## src/rtl/mac_pkg.sv

```systemverilog
// Shared definitions for the polynomial MAC control path: FSM encoding,
// default geometry, and the coefficient-ROM address packing used by sequencer and ROM.
package mac_pkg;

    typedef enum logic [2:0] {
        S_IDLE  = 3'd0,
        S_LOAD  = 3'd1,
        S_ISSUE = 3'd2,
        S_WAIT  = 3'd3,
        S_OUT   = 3'd4
    } state_e;

    localparam int ORDER_DEF   = 4;
    localparam int MAC_LAT_DEF = 2;
    localparam int FUNC_W_DEF  = 2;
    localparam int IDX_W_DEF   = 3;

    // ROM address is {func, idx}; callers keep the low FUNC_W+IDX_W bits.
    function automatic logic [31:0] pack_coeff_addr(input logic [31:0] func,
                                                    input logic [31:0] idx,
                                                    input int unsigned idx_w);
        return (func << idx_w) | idx;
    endfunction

endpackage

```

## src/rtl/horner_sequencer.sv

```systemverilog
// Horner-rule control sequencer: pops x, walks coefficients from ORDER down to 0,
// spaces MAC issues by MAC_LAT and hands the result off with valid/ready.
module horner_sequencer
    import mac_pkg::*;
#(
    parameter int ORDER   = ORDER_DEF,
    parameter int MAC_LAT = MAC_LAT_DEF,
    parameter int FUNC_W  = FUNC_W_DEF,
    parameter int IDX_W   = IDX_W_DEF
) (
    input  logic                    clk,
    input  logic                    rst,
    input  logic                    fifo_empty,
    output logic                    fifo_pop,
    input  logic [FUNC_W-1:0]       func_sel,
    output logic [FUNC_W+IDX_W-1:0] coeff_addr,
    output logic                    ld_signal,
    output logic                    ld_coeff,
    output logic                    acc_init,
    output logic                    mac_en,
    output logic                    out_valid,
    input  logic                    out_ready,
    output logic                    busy
);

    localparam int ADDR_W    = FUNC_W + IDX_W;
    localparam int CNT_W     = 4;
    // One of the MAC_LAT cycles is the ISSUE cycle itself, another is the final WAIT at count 0.
    localparam int WAIT_INIT = (MAC_LAT > 1) ? MAC_LAT - 2 : 0;

    state_e              state_q, state_d;
    logic [IDX_W-1:0]    idx_q, idx_d;
    logic [CNT_W-1:0]    wcnt_q, wcnt_d;
    logic [FUNC_W-1:0]   func_q, func_d;

    logic                pop;
    logic [IDX_W-1:0]    addr_idx;
    logic [31:0]         addr_full;
    logic [31-ADDR_W:0]  unused_addr_hi;

    always_comb begin
        state_d   = state_q;
        idx_d     = idx_q;
        wcnt_d    = wcnt_q;
        func_d    = func_q;
        pop       = 1'b0;
        addr_idx  = idx_q;
        ld_signal = 1'b0;
        ld_coeff  = 1'b0;
        acc_init  = 1'b0;
        mac_en    = 1'b0;
        out_valid = 1'b0;

        case (state_q)
            S_IDLE: begin
                if (!fifo_empty) pop = 1'b1;
            end
            S_LOAD: begin
                ld_signal = 1'b1;
                ld_coeff  = 1'b1;
                acc_init  = 1'b1;
                addr_idx  = IDX_W'(ORDER);
                idx_d     = IDX_W'(ORDER - 1);
                state_d   = S_ISSUE;
            end
            S_ISSUE: begin
                mac_en   = 1'b1;
                ld_coeff = 1'b1;
                if (MAC_LAT == 1) begin
                    if (idx_q != '0) idx_d = idx_q - IDX_W'(1);
                    else             state_d = S_OUT;
                end else begin
                    wcnt_d  = CNT_W'(WAIT_INIT);
                    state_d = S_WAIT;
                end
            end
            S_WAIT: begin
                if (wcnt_q != '0) begin
                    wcnt_d = wcnt_q - CNT_W'(1);
                end else if (idx_q != '0) begin
                    idx_d   = idx_q - IDX_W'(1);
                    state_d = S_ISSUE;
                end else begin
                    state_d = S_OUT;
                end
            end
            S_OUT: begin
                out_valid = 1'b1;
                if (out_ready) begin
                    if (!fifo_empty) pop = 1'b1;
                    else             state_d = S_IDLE;
                end
            end
            default: state_d = S_IDLE;
        endcase

        if (pop) begin
            func_d  = func_sel;
            state_d = S_LOAD;
        end

        fifo_pop  = pop & ~rst;
        busy      = (state_q != S_IDLE);
        addr_full = pack_coeff_addr(32'(func_q), 32'(addr_idx), IDX_W);
        {unused_addr_hi, coeff_addr} = addr_full;
    end

    always_ff @(posedge clk) begin
        if (rst) begin
            state_q <= S_IDLE;
            idx_q   <= '0;
            wcnt_q  <= '0;
            func_q  <= '0;
        end else begin
            state_q <= state_d;
            idx_q   <= idx_d;
            wcnt_q  <= wcnt_d;
            func_q  <= func_d;
        end
    end

endmodule

```

## config.mk

```make
export PLATFORM = sky130hd
export DESIGN_NAME = horner_sequencer
export DESIGN_NICKNAME = d
export VERILOG_FILES = /design/src/rtl/mac_pkg.sv /design/src/rtl/horner_sequencer.sv
export SDC_FILE = /design/constraint.sdc
export NUM_CORES = 1
export LEC_CHECK = 0
export ABC_AREA = 1
export CORE_MARGIN = 1
export CORE_UTILIZATION = 40
export DETAILED_ROUTE_END_ITERATION = 16
export GPL_TIMING_DRIVEN = 0
export PLACE_DENSITY = 0.67
export SETUP_SLACK_MARGIN = 0.4
export SLEW_MARGIN = 20
export SYNTH_ARGS = -nofsm -noshare
export SYNTH_HDL_FRONTEND = slang
export SYNTH_SLANG_ARGS = --single-unit
export TNS_END_PERCENT = 50
```

## constraint.sdc

```tcl
create_clock -name clk -period 3.5 [get_ports clk]
set_input_delay 0.35 -clock clk [delete_from_list [all_inputs] [get_ports clk]]
set_output_delay 0.35 -clock clk [all_outputs]
set_load 0.01 [all_outputs]
```

======== Yosys cells after proc, flatten, opt, wreduce, memory -nomap -nowiden ========
Index checks and enable logic that the tools add are counted.
W data, S select, Z words.
word-level totals
  word-level logic and storage cells ...... 55
  output and inout port bits .............. 12
  input bits .............................. 6
  register bits ........................... 12
operators by class
  bitwise logic cells ..................... 4
  $add $sub $neg .......................... 2
  reductions and logical operators ........ 12
  eq/ne operators ......................... 13
  mux-type cells .......................... 19
operators with widths
  kind                   count
  $mux W3                7
  $pmux W3 S5            1
  $ne A2 B2 Y1 const B   6
  $ne A3 B3 Y1 const B   3
  $pmux W4 S2            1
  $reduce_and A4 Y1      2
  $mux W1                7
  $eq A3 B2 Y1 const B   2
  $pmux W3 S2            1
  $reduce_bool A3 Y1     2
  $or A5 B3 Y5           1
  $mux W4                1
  $reduce_bool A2 Y1     2
  $reduce_bool A4 Y1     1
  $reduce_or A2 Y1       2
  $sub A4 B1 Y4 const B  1
  $eq A3 B1 Y1 const B   1
  $eq A3 B3 Y1 const B   1
  $logic_not A3 Y1       1
  $reduce_and A3 Y1      1
  $sub A3 B1 Y3 const B  1
  $not A1 Y1             2
  $pmux W1 S2            1
  $reduce_and A2 Y1      1
  $and A1 B1 Y1          1

======== Longest topological paths before layout ========
  depth after elaboration ................. 5
  depth in mapped cells ................... 8
  depth with buffers taken out ............ 8

======== Least setup slack after synthesis ========
OpenSTA, ideal clock, no wires.
  path type ............................... register to output
  start point ............................. reg state_q[0]
  end point ............................... out ld_signal
  path slack .............................. 2.244 ns
  data required time ...................... 3.150 ns
  cell stages (with the launch flop) ...... 6
  data arrival time ....................... 0.906 ns
  cells stage by stage .................... dfxtp_1 -> inv_1 -> nor2_1 -> nand2_1 -> inv_1 -> buf_4
between the ends
  cells in the longest elaborated chain, start to end .. 2
RTL lines
  item                    RTL line                 source
  from (decl)             horner_sequencer.sv:31   state_e state_q, state_d;
  from (signal assigned)  horner_sequencer.sv:115  state_q <= state_d;
  $eq A3 B1 Y1            n/a
  $mux W1                 n/a
  to (decl)               horner_sequencer.sv:17   output logic ld_signal,
Every way passes these cells.

======== Final worst setup path ========
  start point ............................. reg state_q[1]
  end point ............................... out fifo_pop
between the ends
  cells in the longest elaborated chain, start to end .. 3
  elaborated cells on any way between the ends .. 4
RTL lines
  item                                                     RTL line                 source
  $eq A3 B3 Y1 / $logic_not A3 Y1 (equally long branches)  horner_sequencer.sv:54   case (state_q)
  $pmux W1 S2 *                                            horner_sequencer.sv:54
  $and A1 B1 Y1 *                                          horner_sequencer.sv:102  fifo_pop = pop & ~rst;
  to (decl)                                                horner_sequencer.sv:14   output logic fifo_pop,
Mark *: on every way between the ends. The rest lies on a longest branch, timed or not.

==> impl_metrics.json <==
{
  "outcome": "completed",
  "post_layout_worst_setup_margin_ps": 1370,
  "post_cts_setup_bufs": 0,
  "finalSetupTns_ps": 0,
  "cell_type_contributing_the_most_total_cell_area_after_synthesis": "dfxtp_1",
  "cts_buffer_depth": 2,
  "drt_first_iter_violations": 15,
  "timing.critical_path.from": "state_q[1]$_SDFFE_PP0P_",
  "grt_start_max_net_pins": 9,
  "cp_slowest_cell": "clkdlybuf4s50_1",
  "worstHoldStart": "func_q[0]$_SDFFE_PP0P_",
  "compound_cell_area_share_of_the_yosys_netlist": 0.0652,
  "antennaDiodeCount": 0,
  "via_density": 4.49,
  "synth_fp_nets": 124,
  "die_h_um": 44.7,
  "grt_first_pass_wirelength_mm": 2.54,
  "die-area_um2": 2000,
  "cts.sink_count": 12,
  "drtAntennaViolNets": 0,
  "slew_violations": 0,
  "synth.yosys.warnings": 0,
  "switching_power_share_of_the_total": 0.426,
  "syn-mean-instance-area_um2": 6.40,
  "worstMarginPinSlew_ps": 226,
  "rsz0062_at_grt": "no",
  "worstPathRequired_ps": 3150,
  "vdd.ir_drop.worst_mv": 0.381,
  "critical_path.cell_chain": "nor2_1 -> o211ai_2 -> nor2_1 -> clkdlybuf4s50_1",
  "post_synthesis_sequential_element_count": 12,
  "cts_hold_repair.buffers": 0,
  "hpwl_mm": 1.18,
  "synth.area.top_cells": "dfxtp_1, nand2_1, nor2_1, inv_1, ha_1",
  "place_area_um2": 931,
  "core-area_um2": 1730,
  "synth_top_family_by_area": "simple AND/OR/NAND/NOR gates",
  "netSwitchingPower_mw": 0.336,
  "grt_antenna_before_repair": 0,
  "gr-total-overflow": 0,
  "setup.worst_path.class": "flip-flop to primary output",
  "die_w_um": 44.7,
  "wl_per_cell_um": 9.06,
  "synth.top_cell.area_share": 0.329,
  "gp_congestion": 0.790,
  "synth_fa_ha_area_frac": 0.0686,
  "final_util": 0.560,
  "synthMuxAreaShare": 0,
  "yosysUniqueCellTypes": 17,
  "tritoncts_clock_tree": "done",
  "grtUsageTotal": 0.172,
  "layout_worst_path_cycle_share": 0.609,
  "nets": 146,
  "cp_common_cell": "nor2_1",
  "cts_resized": 0,
  "detail_route.drc_violations": 0,
  "clkTransAtPathRegs_ps": 80,
  "ctsRootBufferMaster": "clkbuf_4",
  "final-setup-viol-count": 0,
  "multi_input_area_um2": 410,
  "critPathMaxFanout": 6,
  "final_cell_area_um2": 967,
  "pin_count": 18,
  "dr_total_vias": 719,
  "timing_hold_violations_final": 0,
  "drive_gt1_frac": 0.0963,
  "placed_cells": 156,
  "tritoncts.num_buffers": 3,
  "buffer_ports.inserted": 17,
  "cts.htree.levels": 1,
  "arrival_ps": 1780,
  "fin_cells": 160,
  "cap_viol_max_count": 0,
  "clock_insertion_delay_at_the_later_pin_of_the_skew_report_ps": 270,
  "fin_crit_period_ps": 2130,
  "grt_pass1_vias": 670,
  "crit-reg2reg-launch": "idx_q[0]$_SDFFE_PP0P_",
  "netlist_instances": 114,
  "maxSlewHeadroom": 0.848,
  "internal-power_mw": 0.453,
  "worst_setup_path_end_kind": "primary output",
  "power_frac_seq": 0.285,
  "p_clk_frac": 0.141,
  "firstDrtPassIters": 4,
  "row_count": 15,
  "wirelength_mm": 1.45,
  "synth.yosys.seq_area_share": 0.329,
  "critPathMaxStageDelay_ps": 570,
  "tightest_hold_check_type": "flip-flop to flip-flop",
  "max_clock_freq_mhz": 469,
  "share_of_the_synthesized_netlist_area_taken_by_xor_and_xnor_gates": 0,
  "powerDensity_nw_per_um2": 815,
  "final.hold.worst_slack_ps": 450,
  "register_area_um2": 240,
  "syn_area_um2": 729,
  "syn_to_final_growth_pct": 32.6,
  "initial_core_util": 0.422,
  "power.share.combinational": 0.574,
  "synth_simple_gate_area_frac": 0.429,
  "cellLeakagePower_nw": 0.508,
  "report.power.total_mw": 0.788,
  "place_worst_setup_slack_ps": 1400,
  "fillers": 195,
  "timing.critical_path.from_type": "flip-flop",
  "final.setup_skew_ps": 0.914
}
==> synth_stat cells, drive strengths merged <==
cell / n
a21oi: 5
buf: 1
dfxtp: 12
ha: 4
inv: 19
nand2: 36
nand3: 11
nand4: 1
nor2: 21
nor3: 1
o211ai: 1
o21ai: 2
==> layout by cell type, fill, tap and decap left out <==
| cell type | instances |
|---|---|
| nand2_4 | 2 |
| clkbuf_4 | 3 |
| inv_1 | 18 |
| nand4_1 | 1 |
| clkbuf_8 | 1 |
| o211ai_2 | 1 |
| a21oi_1 | 5 |
| nand2_1 | 32 |
| inv_2 | 1 |
| nor2_1 | 20 |
| buf_4 | 1 |
| ha_1 | 4 |
| nand3_1 | 10 |
| dfxtp_1 | 12 |
| nand3_2 | 1 |
| nand2_2 | 2 |
| o21ai_0 | 2 |
| clkdlybuf4s50_1 | 17 |
| nor2_4 | 1 |
| nor3_1 | 1 |
==> logic make-up after synthesis <==
| kind of cell | Yosys count |
|---|---|
| simple gates | 70 |
| buf+inv | 20 |
| flops | 12 |
| compound gates | 8 |
| fa+ha+maj | 4 |
==> critical path, delay by kind of cell (launching register included) <==
kind	cells	cell delay, ps
buffers and inverters	1	570
AND/OR/NAND/NOR	2	400
flip-flops	1	380
AO/OA/AOI/OAI	1	160
==> flip-flops by register name, summed over array words and instances (netlist names) <==
register / count
func_q: 2
state_q: 3
wcnt_q: 4
idx_q: 3
==> path summary, 6_finish.rpt <==
path	endpoint	slack (ps)	depth (start not counted)
setup / recovery	fifo_pop	1370	4
hold / removal	func_q[0]$_SDFFE_PP0P_	450	2
setup reg to reg	idx_q[0]$_SDFFE_PP0P_	2220	8
hold reg to reg	func_q[0]$_SDFFE_PP0P_	450	2
==> layout make-up <==
type / count / share of cell area
repair buffers: 17 / 0.176
flip-flops and latches: 12 / 0.248
inverters: 19 / 0.0737
clock buffers: 4 / 0.0375
multi-input cells: 82 / 0.424
plain buffers: 1 / 0.00776
well taps: 25 / 0.0323
==> power by group through the flow <==
stage / combinational [mW] / sequential [mW] / clock (mW)
2_1_floorplan: 0.294 / 0.220 / 0
3_3_place_gp: 0.446 / 0.226 / 0
3_5_place_dp: 0.452 / 0.228 / 0
4_1_cts: 0.456 / 0.225 / 0.112
5_1_grt: 0.525 / 0.231 / 0.120
6_report: 0.453 / 0.225 / 0.111
==> per-layer routing <==
| metal | vias up | part of all wire | GRT usage |
|---|---|---|---|
| met5 | - | 0 | 0 |
| met4 | 0 | 0.0090 | 0.0970 |
| met3 | 2 | 0.040 | 0.0280 |
| met2 | 18 | 0.45 | 0.288 |
| met1 | 307 | 0.50 | 0.210 |
| li1 | 392 | - | - |
Note: power is estimated with default switching activity, not from simulation.
